## config.mk

```make
export PLATFORM = sky130hd
export DESIGN_NAME = dmux8way16_dispatcher
export DESIGN_NICKNAME = d
export VERILOG_FILES = /design/src/rtl/dmux8way16_dispatcher_pkg.sv /design/src/rtl/dmux8way16_dispatcher_dmux.sv /design/src/rtl/dmux8way16_dispatcher.sv
export SDC_FILE = /design/constraint.sdc
export NUM_CORES = 1
export LEC_CHECK = 0
export CAP_MARGIN = 20
export CORE_MARGIN = 1
export CORE_UTILIZATION = 43
export DETAILED_ROUTE_END_ITERATION = 10
export PLACE_DENSITY = 0.95
export SYNTH_ARGS = -nofsm -noshare
export SYNTH_HDL_FRONTEND = slang
export SYNTH_HIERARCHICAL = 1
export SYNTH_SLANG_ARGS = --single-unit
```

## constraint.sdc

```tcl
create_clock -name clk -period 4.6 [get_ports clk]
set_clock_uncertainty 0.1 [all_clocks]
set_input_delay 0.92 -clock clk [delete_from_list [all_inputs] [get_ports clk]]
set_output_delay 0.92 -clock clk [all_outputs]
set_load 0.02 [all_outputs]
```

## src/rtl/dmux8way16_dispatcher_pkg.sv

```systemverilog
// Shared dispatch definitions: FSM encodings, sink count and the sink-select decode.
package dmux8way16_dispatcher_pkg;

  localparam int NSINK = 8;
  localparam int SELW  = 3;

  typedef enum logic {
    IDLE = 1'b0,
    HOLD = 1'b1
  } state_t;

  function automatic logic [NSINK-1:0] onehot8(input logic [SELW-1:0] sel);
    logic [NSINK-1:0] v;
    v      = '0;
    v[sel] = 1'b1;
    return v;
  endfunction

endpackage

```

## src/rtl/dmux8way16_dispatcher_dmux.sv

```systemverilog
// 1-to-8 data demux: the selected bus carries the input word, every other bus is zero.
// Purely combinational, no flow control of its own.
module dmux8way16_dispatcher_dmux #(
  parameter int WIDTH = 16
) (
  input  logic [WIDTH-1:0] in,
  input  logic [2:0]       sel,
  output logic [WIDTH-1:0] a,
  output logic [WIDTH-1:0] b,
  output logic [WIDTH-1:0] c,
  output logic [WIDTH-1:0] d,
  output logic [WIDTH-1:0] e,
  output logic [WIDTH-1:0] f,
  output logic [WIDTH-1:0] g,
  output logic [WIDTH-1:0] h
);

  always_comb begin
    a = '0;
    b = '0;
    c = '0;
    d = '0;
    e = '0;
    f = '0;
    g = '0;
    h = '0;
    case (sel)
      3'd0: a = in;
      3'd1: b = in;
      3'd2: c = in;
      3'd3: d = in;
      3'd4: e = in;
      3'd5: f = in;
      3'd6: g = in;
      default: h = in;
    endcase
  end

endmodule

```

## src/rtl/dmux8way16_dispatcher.sv

```systemverilog
// One-word skid dispatcher: steers each accepted word to a directed or round-robin sink; word visible the cycle after accept.
// Holds the word until its own sink's ready; in_ready follows that single ready bit so full throughput is one word per cycle.
module dmux8way16_dispatcher
  import dmux8way16_dispatcher_pkg::*;
#(
  parameter int WIDTH = 16
) (
  input  logic             clk,
  input  logic             reset,
  input  logic [WIDTH-1:0] in_data,
  input  logic             in_valid,
  output logic             in_ready,
  input  logic             mode,
  input  logic [2:0]       in_sel,
  output logic [WIDTH-1:0] a,
  output logic [WIDTH-1:0] b,
  output logic [WIDTH-1:0] c,
  output logic [WIDTH-1:0] d,
  output logic [WIDTH-1:0] e,
  output logic [WIDTH-1:0] f,
  output logic [WIDTH-1:0] g,
  output logic [WIDTH-1:0] h,
  output logic [7:0]       out_valid,
  input  logic [7:0]       out_ready,
  output logic [7:0]       xfer_count
);

  state_t           state;
  state_t           state_nxt;
  logic [2:0]       dest;
  logic [2:0]       rr_ptr;
  logic [2:0]       sel_nxt;
  logic [WIDTH-1:0] held;
  logic             xfer;
  logic             accept;

  assign xfer    = (state == HOLD) && out_ready[dest];
  assign accept  = in_valid && in_ready;
  assign sel_nxt = mode ? rr_ptr : in_sel;

  // Only the ready bit of the held word's sink matters; the rest are ignored.
  always_comb begin
    in_ready = 1'b0;
    if (!reset) begin
      in_ready = (state == IDLE) ? 1'b1 : out_ready[dest];
    end
  end

  always_comb begin
    state_nxt = state;
    case (state)
      IDLE:    if (accept) state_nxt = HOLD;
      HOLD:    if (xfer && !accept) state_nxt = IDLE;
      default: state_nxt = IDLE;
    endcase
  end

  // The held word is cleared on drain so an idle dispatcher shows zero on every bus.
  always_ff @(posedge clk or posedge reset) begin
    if (reset) begin
      state      <= IDLE;
      dest       <= '0;
      rr_ptr     <= '0;
      held       <= '0;
      xfer_count <= '0;
    end else begin
      state <= state_nxt;
      if (accept) begin
        held <= in_data;
        dest <= sel_nxt;
      end else if (xfer) begin
        held <= '0;
      end
      if (accept && mode) rr_ptr <= rr_ptr + 3'd1;
      if (xfer) xfer_count <= xfer_count + 8'd1;
    end
  end

  assign out_valid = (state == HOLD) ? onehot8(dest) : '0;

  dmux8way16_dispatcher_dmux #(.WIDTH(WIDTH)) u_dmux (
    .in  (held),
    .sel (dest),
    .a   (a),
    .b   (b),
    .c   (c),
    .d   (d),
    .e   (e),
    .f   (f),
    .g   (g),
    .h   (h)
  );

endmodule

```

# == Word level (Yosys, flattened, before mapping) ==
# Cells that the tools add are included.
# op_classes
eq_ne,6
n_lt_le_gt_ge,2
bitwise_logic,1
n_reduce_logical,9
add_sub_neg,2
mux,21
# op_table
cell,n
$mux W16,10
$eq A3 B3 Y1 const B,3
$add A8 B1 Y8 const B,1
$mux W8,1
$reduce_or A7 Y1,1
$eq A3 B2 Y1 const B,2
$mux W1,6
$logic_and A1 B1 Y1,5
$lt A3 B4 Y1 const B,1
$add A3 B1 Y3 const B,1
$bmux W1 S3,1
$demux W1 S3,1
$eq A3 B1 Y1 const B,1
$ge A3 B1 Y1 const B,1
$logic_not A3 Y1,1
$mux W3,1
$pmux W1 S2,1
$reduce_bool A2 Y1,1
$logic_not A1 Y1,1
$not A1 Y1,1
# totals
elab_cells,46
input_bits,31
register_bits,31
out_inout_bits,145

# == Longest topological paths before layout ==
# depth
word_depth,9
depth_mapped,6
mapped_depth_nobuf,4

# == Hierarchy ==
# The synthesis kept the hierarchy.
# by_module_without_submodules
module,seq_area_each_um2,area_per_inst_um2,n_inst,cells_each
dmux8way16_dispatcher_dmux,0.0,1760.4,1,170
dmux8way16_dispatcher,775.7,1473.9,1,120

# == Least setup slack after synthesis ==
# OpenSTA, ideal clock, no wires.
# synth_timing
kind,input port to output port
start,input port out_ready[7]
end,output port in_ready
setup_slack_ps,1482
arrival_ps,2098
stages,5
path_buffers,1
required_time_ps,3580
path_cell_list,mux2i_1 > mux4_2 > buf_6 > and2_4 > nor2_1
# synth_between
elab_chain_len,4
# synth_lines
element,line_no,source
from (decl),dmux8way16_dispatcher.sv:24,"input logic [7:0] out_ready,"
$bmux W1 S3,dmux8way16_dispatcher.sv:45,in_ready = (state == IDLE) ? 1'b1 : out_ready[dest];
$mux W1 (not written as such),dmux8way16_dispatcher.sv:45,
$mux W1,dmux8way16_dispatcher.sv:45,
$mux W1,dmux8way16_dispatcher.sv:44,if (!reset) begin
to (decl),dmux8way16_dispatcher.sv:12,"output logic in_ready,"
# No other way between the ends. The select of a mux whose other input is x is not followed.

# == Worst setup path after layout ==
# layout_timing
start,input port out_ready[6]
end,output port in_ready
# Same word-level chain as after synthesis.

==> qor.csv <==
stage;metric;value;unit
status;status;completed;
cts;clock latency at the later pin of the worst-skew pair;0.28;ns
floorplan;row count;31;
finish;layout cells sized above 1;0.226;
setup_path;critical path buffer and inverter count;2;
placed_design;IO buf count;175;
finish;number of diodes;0;
cts;H-tree depth;2;
finish;Core Util, Final;0.679;
synthesis;Post-Syn Area;3230;sq um
cts;CTS root buffer;clkbuf_8;
timing;post-layout min period;4.05;ns
setup_path;Max FO, Critical Path;13;
cts;CTS buffer count;5;
setup_path;highest cell delay on the worst timing path;0.66;ns
pwr;PD cells;578;nW/um^2
finish;non-filler cells, final;529;
route;via count;3025;
route;WL per Instance;19.4;microns
synthesis;largest area contributor in the netlist;dfrtp_1;
setup_path;Setup crit start kind;primary input;
setup_path;CP top delay family;buffers and inverters;
placed_design;DP Area;4840;sq um
global_route;All-Layer GR Usage;0.248;
timing;Pins Over Slew Limit;0;
synthesis;Synth area leaders;dfrtp_1 (24%), and4bb_2 (19%), and4b_1 (15%);
route;routed wire length;10300;microns
placed_design;DP HPWL;6970;microns
finish;most frequent cells in the layout;clkdlybuf4s50_1 (175), and4bb_2 (48), and4b_1 (48);
global_route;initial antenna violation count;0;
synthesis;Mapped Cells;290;
cts;CTS max path bufs;2;
synthesis;Mean Syn Cell Area;11.2;sq um
global_route;global-route wire length before repair;14900;microns
route;Detail Route Antenna Nets;0;
pwr;Worst VDD drop;0.628;mV
floorplan;Die Span X;88.7;microns
cts;Clock Pin Slew Worst Setup and Hold Paths;0.07;ns
job;total of max-cap violations;0;
synthesis;#FFs+latches synth;31;
global_route;vias in the first global route;2620;
setup_path;Data arrival, critical path;3.03;ns
timing;fin crit share;0.880;
timing;worst-margin pin slew;1.09;ns
placed_design;dpl cells;521;
pwr;Leak;1.91;nW
cts;TritonCTS clock tree;done;
floorplan;Placeable Area;7250;sq um
floorplan;die area;7870;sq um
cts;post-cts sizing count;0;
placed_design;pre-CTS setup slack;0.557;ns
min_path;worst min path class;reg -> reg;
timing;f_max;247;MHz
cts;Clock Sinks;31;
route;Pre-Repair DR Iteration Count;4;
synthesis;number of unique standard cell types used by synthesis;37;
timing;setup TNS;0;ns
placed_design;routability cong.;0.777;
cts;Post-CTS Hold Buffers;0;
floorplan;Initial Utilization;0.446;
finish;Area growth, synth to finish;52.2;%
synthesis;EDFF count, synth;0;
synthesis;ys flop type;dfrtp_1;
route;Via density;5.72;
pwr;total chip power;2.85;mW
global_route;pin count of the biggest net entering global routing;135;
route;drt drc;0;
synthesis;Syn Nets;323;
synthesis;sequential share of the synthesized area;0.240;
timing;final hold vios;0;
synthesis;ys async rst share;1.00;
finish;Layout fillers;558;
floorplan;die span in y;88.7;microns
timing;final worst slack;0.552;ns
finish;post-route cell area;4920;sq um
timing;final worst hold slack;0.371;ns
setup_path;CP max stage cell;mux4_2;
synthesis;Yosys warning total;6;
global_route;total global routing overflow;0;
cts;# Post-CTS Setup Buffers;0;
timing;Setup Viol. Count Final;0;
setup_path;Req. time, crit path;3.58;ns
finish;most common cell after layout, fill and taps aside;clkdlybuf4s50_1;
setup_path;Crit Path Class;in -> out;
synthesis;Synth top area share;0.240;
setup_path;most frequent CP cell;clkdlybuf4s50_1;
floorplan;Ports;176;
timing;RSZ-0062 raised after global routing;false;
finish;Nets;462;
setup_path;endpoint type of the worst setup path;output pin;
route;Iter 0 DRT Violations;132;
timing;slew margin rel.;0.270;
setup_path;worst path cell trace;clkdlybuf4s50_1, mux2i_1, mux4_2, and2_4, nor2_1, clkdlybuf4s50_1;
per-layer routing:
layer,global-route usage,up-vias,routed length (microns)
met5,0,-,0
met1,0.320,1453,4330
met3,0.0532,14,784
met4,0.0601,0,163
li1,-,1432,-
met2,0.423,126,4980
cell usage after synthesis (all sizes together), types with 6 or more instances:
master	number
nor2	10
a22o	15
mux2	9
and4bb	48
buf	41
nor4b	16
dfrtp	31
clkbuf	6
nand2	7
and4	16
and4b	48
xor2	8
logic make-up after synthesis:
family / share of synthesized area
buffers and inverters: 0.0990
multiplexers: 0.0530
flip-flops: 0.240
AO/OA/AOI/OAI: 0.0542
adder cells (fa/ha/maj): 0.00774
XOR/XNOR: 0.0244
AND/OR/NAND/NOR: 0.522
sequential cells by signal, indices dropped and copies added, names as in the netlist:
signal,count
dest,3
held,16
rr_ptr,3
state,1
xfer_count,8
power by group:
part | total (mW) | switching, mW | internal, mW
Clock | 0.206 | 0.101 | 0.106
Combinational | 1.81 | 0.929 | 0.885
Sequential | 0.827 | 0.414 | 0.413
Total | 2.85 | 1.44 | 1.40
path summary, 6_finish.rpt:
path	startpoint	endpoint	slack [ns]	cells past startpoint
setup / recovery	out_ready[6]	in_ready	0.55	6
hold / removal	xfer_count[7]	xfer_count[7]	0.37	1
setup reg to reg	dest[0]	dest[2]	1.98	4
hold reg to reg	xfer_count[7]	xfer_count[7]	0.37	1
max in group asynchronous	reset	dest[2]	2.82	3
min in group asynchronous	reset	xfer_count[2]	0.92	2
final cells by class:
class                           count  area, sq um  area share
Inverter                            2         7.51     0.00152
Clock inverter                      2         12.5     0.00254
Tap cell                           99          124      0.0252
Timing Repair Buffer              179         1780       0.362
Sequential cell                    31          787       0.160
Multi-Input combinational cell    210         2140       0.434
Clock buffer                        6         72.6      0.0147
(Power assumes the default switching activity.)
==> RTL change 1, RTL diff (config.mk and constraints unchanged) <==
Register the output `xfer_count` once more, with the module's reset; this adds one clock of latency there. The other outputs are not delayed to match.
--- a/src/rtl/dmux8way16_dispatcher.sv
+++ b/src/rtl/dmux8way16_dispatcher.sv
@@ -24,6 +24,8 @@
   input  logic [7:0]       out_ready,
   output logic [7:0]       xfer_count
 );
+
+  logic [7:0] xfer_count_s0;
 
   state_t           state;
   state_t           state_nxt;
@@ -62,7 +64,7 @@
       dest       <= '0;
       rr_ptr     <= '0;
       held       <= '0;
-      xfer_count <= '0;
+      xfer_count_s0 <= '0;
     end else begin
       state <= state_nxt;
       if (accept) begin
@@ -72,7 +74,7 @@
         held <= '0;
       end
       if (accept && mode) rr_ptr <= rr_ptr + 3'd1;
-      if (xfer) xfer_count <= xfer_count + 8'd1;
+      if (xfer) xfer_count_s0 <= xfer_count_s0 + 8'd1;
     end
   end
 
@@ -91,5 +93,13 @@
     .h   (h)
   );
 
+  always_ff @(posedge clk or posedge reset) begin
+    if (reset) begin
+      xfer_count <= '0;
+    end else begin
+      xfer_count <= xfer_count_s0;
+    end
+  end
+
 endmodule
 
Check against the original RTL: not equivalent (Yosys sat finds a counterexample within 4 cycles, from zero or initial values and one cycle with reset high).
==> RTL change 1 against the unedited design <==
  * Design area increased by 5.1%
  * Maximum frequency is 8.7% higher
  * Core utilization is 0.89 points lower
  * Area after synthesis increased by 5.7%
  * Wire length increased by 6.8%
  * Sequential cell count rose by 8
  * Power is 8.9% higher
  * Worst setup slack gained 0.32 ns
  * Critical endpoint unchanged
==> RTL change 1: results (changes against the unedited design) <==
outcome: "finished, final reports clean"  # unchanged
synth_commonest_cells: "and4b_1 (48), and4bb_2 (48), dfrtp_1 (39)"  # was and4b_1 (48), and4bb_2 (48), dfrtp_1 (31)
finalNetCount: 465  # was 462
synth_nets: 325  # was 323
reg2reg_to: "held[5]$_DFFE_PP0P_"  # was dest[2]$_DFFE_PP0P_
hold_viol_final: 0  # unchanged
antenna_found_initial: 0  # unchanged
path_max_fanout: 5  # was 13
fin_area_um2: 5176  # was 4923 um2
root_buffer: "clkbuf_8"  # unchanged
post_drt_wl_per_cell_um: 20.47  # was 19.38 um
ff2ff_setup_slack_ns: 2.05  # was 1.98 ns
crit_path_end: "in_ready"  # unchanged
num_antenna_cells: 0  # unchanged
grt_max_degree: 92  # was 135
first_pass_iters: 4  # unchanged
insertion_delay_ns: 0.30  # was 0.28 ns
io_buffer_count: 175  # unchanged
reg2regPathDepth: 5  # was 4
syn_avg_cell_area_um2: 11.71  # was 11.15 um2
grt_pass1_wl_mm: 16.38  # was 14.88 mm
synthTopCellsByArea: "dfrtp_1 (29%), and4bb_2 (18%), and4b_1 (14%)"  # was dfrtp_1 (24%), and4bb_2 (19%), and4b_1 (15%)
relSlewSlack: 0.4384  # was 0.2703
dpl_cell_area_um2: 5040  # was 4838 um2
irDropWorstVdd_v: 0.0004564  # was 0.0006276 V
clkTransAtPathRegs_ns: 0.07  # about the same
crit_slowest_cell: "clkdlybuf4s50_1"  # was mux4_2
max_stage_delay_ns: 0.61  # was 0.66 ns
cts_setup_buffers: 0  # unchanged
clockBufferDepth: 2  # unchanged
min_path_type: "reg -> reg"  # unchanged
num_vias: 3142  # was 3025
yosysWarnings: 6  # unchanged
power_leakage_nw: 2.017  # was 1.915 nW
drive_gt1_frac: 0.2194  # was 0.2256
grt_pass1_vias: 2871  # was 2620
hpwlAfterDp_mm: 7.232  # was 6.969 mm
worstReg2RegStart: "dest[1]$_DFFE_PP0P_"  # was dest[0]$_DFFE_PP0P_
async_flop_share: 1.000  # unchanged
dp_cells: 527  # was 521
reg_top3: "held: 16 flops, xfer_count: 8 flops, xfer_count_s0: 8 flops"  # was held: 16 flops, xfer_count: 8 flops
htreeDepth: 2  # unchanged
grt_util_all_layers: 0.2538  # was 0.2480
cts_buffers: 5  # unchanged
setup.worst_path.start: "out_ready[4]"  # was out_ready[6]
routed_via_density: 5.873  # was 5.718
first_iter_violations: 158  # was 132
n_fill_cell: 544  # was 558
routabilityCongestion: 0.7883  # was 0.7766
ys_seq_area_frac: 0.2854  # was 0.2398
cts_resized: 0  # unchanged
report.final.slew_viol_count: 0  # unchanged
timing.critical_path.arrival_ns: 2.70  # was 3.03 ns
yosysUniqueCellTypes: 35  # was 37
## RTL change 1: per-layer routing
layer  part of all wire  GRT usage  vias to the layer above
li1                   -          -                     1446
met1               0.42     0.3095                     1513
met2               0.49     0.4400                      156
met3              0.064    0.05360                       27
met4              0.029    0.09127                        0
met5                  0          0                        -
## RTL change 1: cell type report
type	count	share of cell area
multi-input combinational	204	0.4119
timing repair buffer	179	0.3442
sequential	39	0.1907
tap	102	0.02466
clock buffer	5	0.01329
clock inverter	3	0.01305
inverter	3	0.002175
## RTL change 1: cells by family (layout without fill, tap and decap cells)
logic type      count (synthesis)  in the layout  synth area share
fa+ha+maj                       2              2          0.007317
flops                          39             39            0.2854
buf+inv                        49            190           0.09111
xor+xnor                        9              9           0.02305
simple gates                  161            161            0.4932
compound gates                 20             20           0.06001
mux                            12             12           0.03988
## RTL change 1: worst max-delay path: cells and delay by family
family / cells / cell delay, ns
AOI/OAI and AO/OA: 2 / 0.53
buffers and inverters: 2 / 1.08
muxes: 1 / 0.07
and+or+nand+nor: 1 / 0.10
## RTL change 1: worst min-delay path by stage
stage                            startpoint  cells after the start  slack [ns]                 endpoint
3_5_place_dp   xfer_count_s0[7]$_DFFE_PP0P_                      0        0.29  xfer_count[7]$_DFF_PP0_
2_1_floorplan  xfer_count_s0[7]$_DFFE_PP0P_                      0        0.27  xfer_count[7]$_DFF_PP0_
5_1_grt        xfer_count_s0[7]$_DFFE_PP0P_                      0        0.32  xfer_count[7]$_DFF_PP0_
4_1_cts        xfer_count_s0[7]$_DFFE_PP0P_                      0        0.31  xfer_count[7]$_DFF_PP0_
3_3_place_gp   xfer_count_s0[7]$_DFFE_PP0P_                      0        0.28  xfer_count[7]$_DFF_PP0_
6_report       xfer_count_s0[7]$_DFFE_PP0P_                      0        0.31  xfer_count[7]$_DFF_PP0_
## RTL change 1: where the power goes
part	total, W	switching (W)	internal (W)	leakage (nW)
sequential	0.00103	0.000540	0.000494	0.492
clock	0.000341	0.000125	0.000216	0.0644
combinational	0.00173	0.000840	0.000886	1.46
total	0.00310	0.00151	0.00160	2.02
## RTL change 1: metrics by stage
stage	setup slack, ns	hold slack (ns)
floorplan	1.501	0.2729
global placement	0.9177	0.2835
detailed placement	0.8796	0.2912
CTS	0.8715	0.3098
global route	0.7703	0.3229
finish	0.8750	0.3058
==> RTL change 2, RTL diff (config.mk and constraints unchanged) <==
Without the edit above. `WIDTH` is set to 16 in 2 places; all go to 12.
--- a/src/rtl/dmux8way16_dispatcher_dmux.sv
+++ b/src/rtl/dmux8way16_dispatcher_dmux.sv
@@ -1,7 +1,7 @@
 // 1-to-8 data demux: the selected bus carries the input word, every other bus is zero.
 // Purely combinational, no flow control of its own.
 module dmux8way16_dispatcher_dmux #(
-  parameter int WIDTH = 16
+  parameter int WIDTH = 12
 ) (
   input  logic [WIDTH-1:0] in,
   input  logic [2:0]       sel,
--- a/src/rtl/dmux8way16_dispatcher.sv
+++ b/src/rtl/dmux8way16_dispatcher.sv
@@ -3,7 +3,7 @@
 module dmux8way16_dispatcher
   import dmux8way16_dispatcher_pkg::*;
 #(
-  parameter int WIDTH = 16
+  parameter int WIDTH = 12
 ) (
   input  logic             clk,
   input  logic             reset,
Ports: changed (9 resized); port bits go from 176 to 140. No check against the original RTL was run, so the function may have changed too.
==> RTL change 2 against the unedited design <==
  * Design area down 18%
  * Register-to-register slack better by 0.24 ns
  * Combinational power down 28%
  * Clock power down 33%
  * Power down 26%
  * Worst setup slack better by 0.30 ns
  * Wire length down 22%
  * Synthesized cell count down 13%
  * Global-route usage down 1.4 points
  * Area after synthesis down 17%
  * First-iteration DRC count down 25%
  * Sequential cell count down 4
  * Largest power group unchanged
  * Highest routed layer unchanged
==> RTL change 2: results (changes against the unedited design) <==
reg2regPathDepth: 5  # was 4
hpwlAfterDp_mm: 5.530  # was 6.969 mm
first_pass_iters: 5  # was 4
cts_buffers: 3  # was 5
irDropWorstVdd_v: 0.0004683  # was 0.0006276 V
outcome: "finished, final reports clean"  # unchanged
period_share: 0.8152  # was 0.8801
ys_seq_area_frac: 0.2515  # was 0.2398
finalNetCount: 395  # was 462
io_buffer_count: 139  # was 175
clkTransAtPathRegs_ns: 0.09  # was 0.07 ns
grt_util_all_layers: 0.2345  # was 0.2480
drive_gt1_frac: 0.1808  # was 0.2256
num_vias: 2622  # was 3025
min_to: "rr_ptr[2]$_DFFE_PP0P_"  # was xfer_count[7]$_DFFE_PP0P_
reg2reg_to: "rr_ptr[1]$_DFFE_PP0P_"  # was dest[2]$_DFFE_PP0P_
first_iter_violations: 99  # was 132
htreeDepth: 1  # was 2
rows: 28  # was 31
routabilityCongestion: 0.8247  # was 0.7766
grt_pass1_wl_mm: 11.95  # was 14.88 mm
synthTopCellsByArea: "dfrtp_1 (25%), and4bb_2 (16%), and4b_1 (13%)"  # was dfrtp_1 (24%), and4bb_2 (19%), and4b_1 (15%)
max_stage_delay_ns: 0.56  # was 0.66 ns
grt_pass1_vias: 2285  # was 2620
grt_max_degree: 74  # was 135
dpl_cell_area_um2: 3974  # was 4838 um2
synth_cells: 252  # was 290
tightest_slew_ns: 0.7500  # was 1.095 ns
min_from: "rr_ptr[2]$_DFFE_PP0P_"  # was xfer_count[7]$_DFFE_PP0P_
fin_cells: 440  # was 529
timing.critical_path.arrival_ns: 2.73  # was 3.03 ns
reg_top3: "held: 12 flops, xfer_count: 8 flops"  # was held: 16 flops, xfer_count: 8 flops
RTL change 2: changes by cell type in the layout (fill, tap and decap cells not counted), moves of 6 or more:
| cell | before | now |
|---|---|---|
| nand2_1 | 7 | 17 |
| a22o_1 | 15 | 7 |
| and4bb_2 | 48 | 35 |
| xor2_1 | 8 | 2 |
| xnor2_1 | 1 | 7 |
| and4b_1 | 48 | 36 |
| clkdlybuf4s50_1 | 175 | 139 |
RTL change 2: area by class of cell:
type	instances	area (um2)
Fill cell	455	1968
Clock buffer	3	41.29
Tap cell	75	93.84
Clock inverter	1	7.507
Timing Repair Buffer	143	1421
Sequential cell	27	679.4
Inverter	2	7.507
Multi-Input combinational cell	189	1772
RTL change 2: metal layers:
layer  wire length [um]  vias up  track usage
met1               3493     1280       0.2947
met5                  0        -            0
li1                   -     1226            -
met2               3920      101       0.4109
met4                103        0      0.06250
met3                516       15      0.04045
RTL change 2: cells by family after synthesis:
logic type | share of synthesized area
simple gates | 0.4988
buf+inv | 0.08896
compound gates | 0.07173
mux | 0.05030
flops | 0.2515
xor+xnor | 0.02934
fa+ha+maj | 0.009314
RTL change 2: how the worst max path moves through the flow:
stage	slack, ns	to	start	depth (start not counted)
finish	0.85	in_ready	out_ready[6]	6
global route	0.78	in_ready	out_ready[6]	6
CTS	0.85	in_ready	out_ready[6]	6
detailed placement	0.86	in_ready	out_ready[6]	6
global placement	0.88	in_ready	out_ready[6]	6
floorplan	1.82	in_ready	out_ready[6]	4
RTL change 2: stage by stage:
step | util | power, W | worst slack, ns | hold WS [ns]
3_3_place_gp | 0.6633 | 0.001918 | 0.8798 | 0.3641
3_5_place_dp | 0.6633 | 0.001963 | 0.8555 | 0.3731
4_1_cts | 0.6715 | 0.002103 | 0.8486 | 0.3854
5_1_grt | 0.6715 | 0.002228 | 0.7800 | 0.4224
2_1_floorplan | - | 0.001548 | 1.816 | 0.3362
6_report | 0.6715 | 0.002104 | 0.8499 | 0.3869
RTL change 2: where the power goes:
group          internal, W  total (W)  leakage (nW)  switching, W
Clock            0.0000616   0.000138        0.0217     0.0000764
Combinational     0.000655    0.00131          1.20      0.000654
Sequential        0.000331   0.000656         0.338      0.000325
Total              0.00105    0.00210          1.56       0.00106
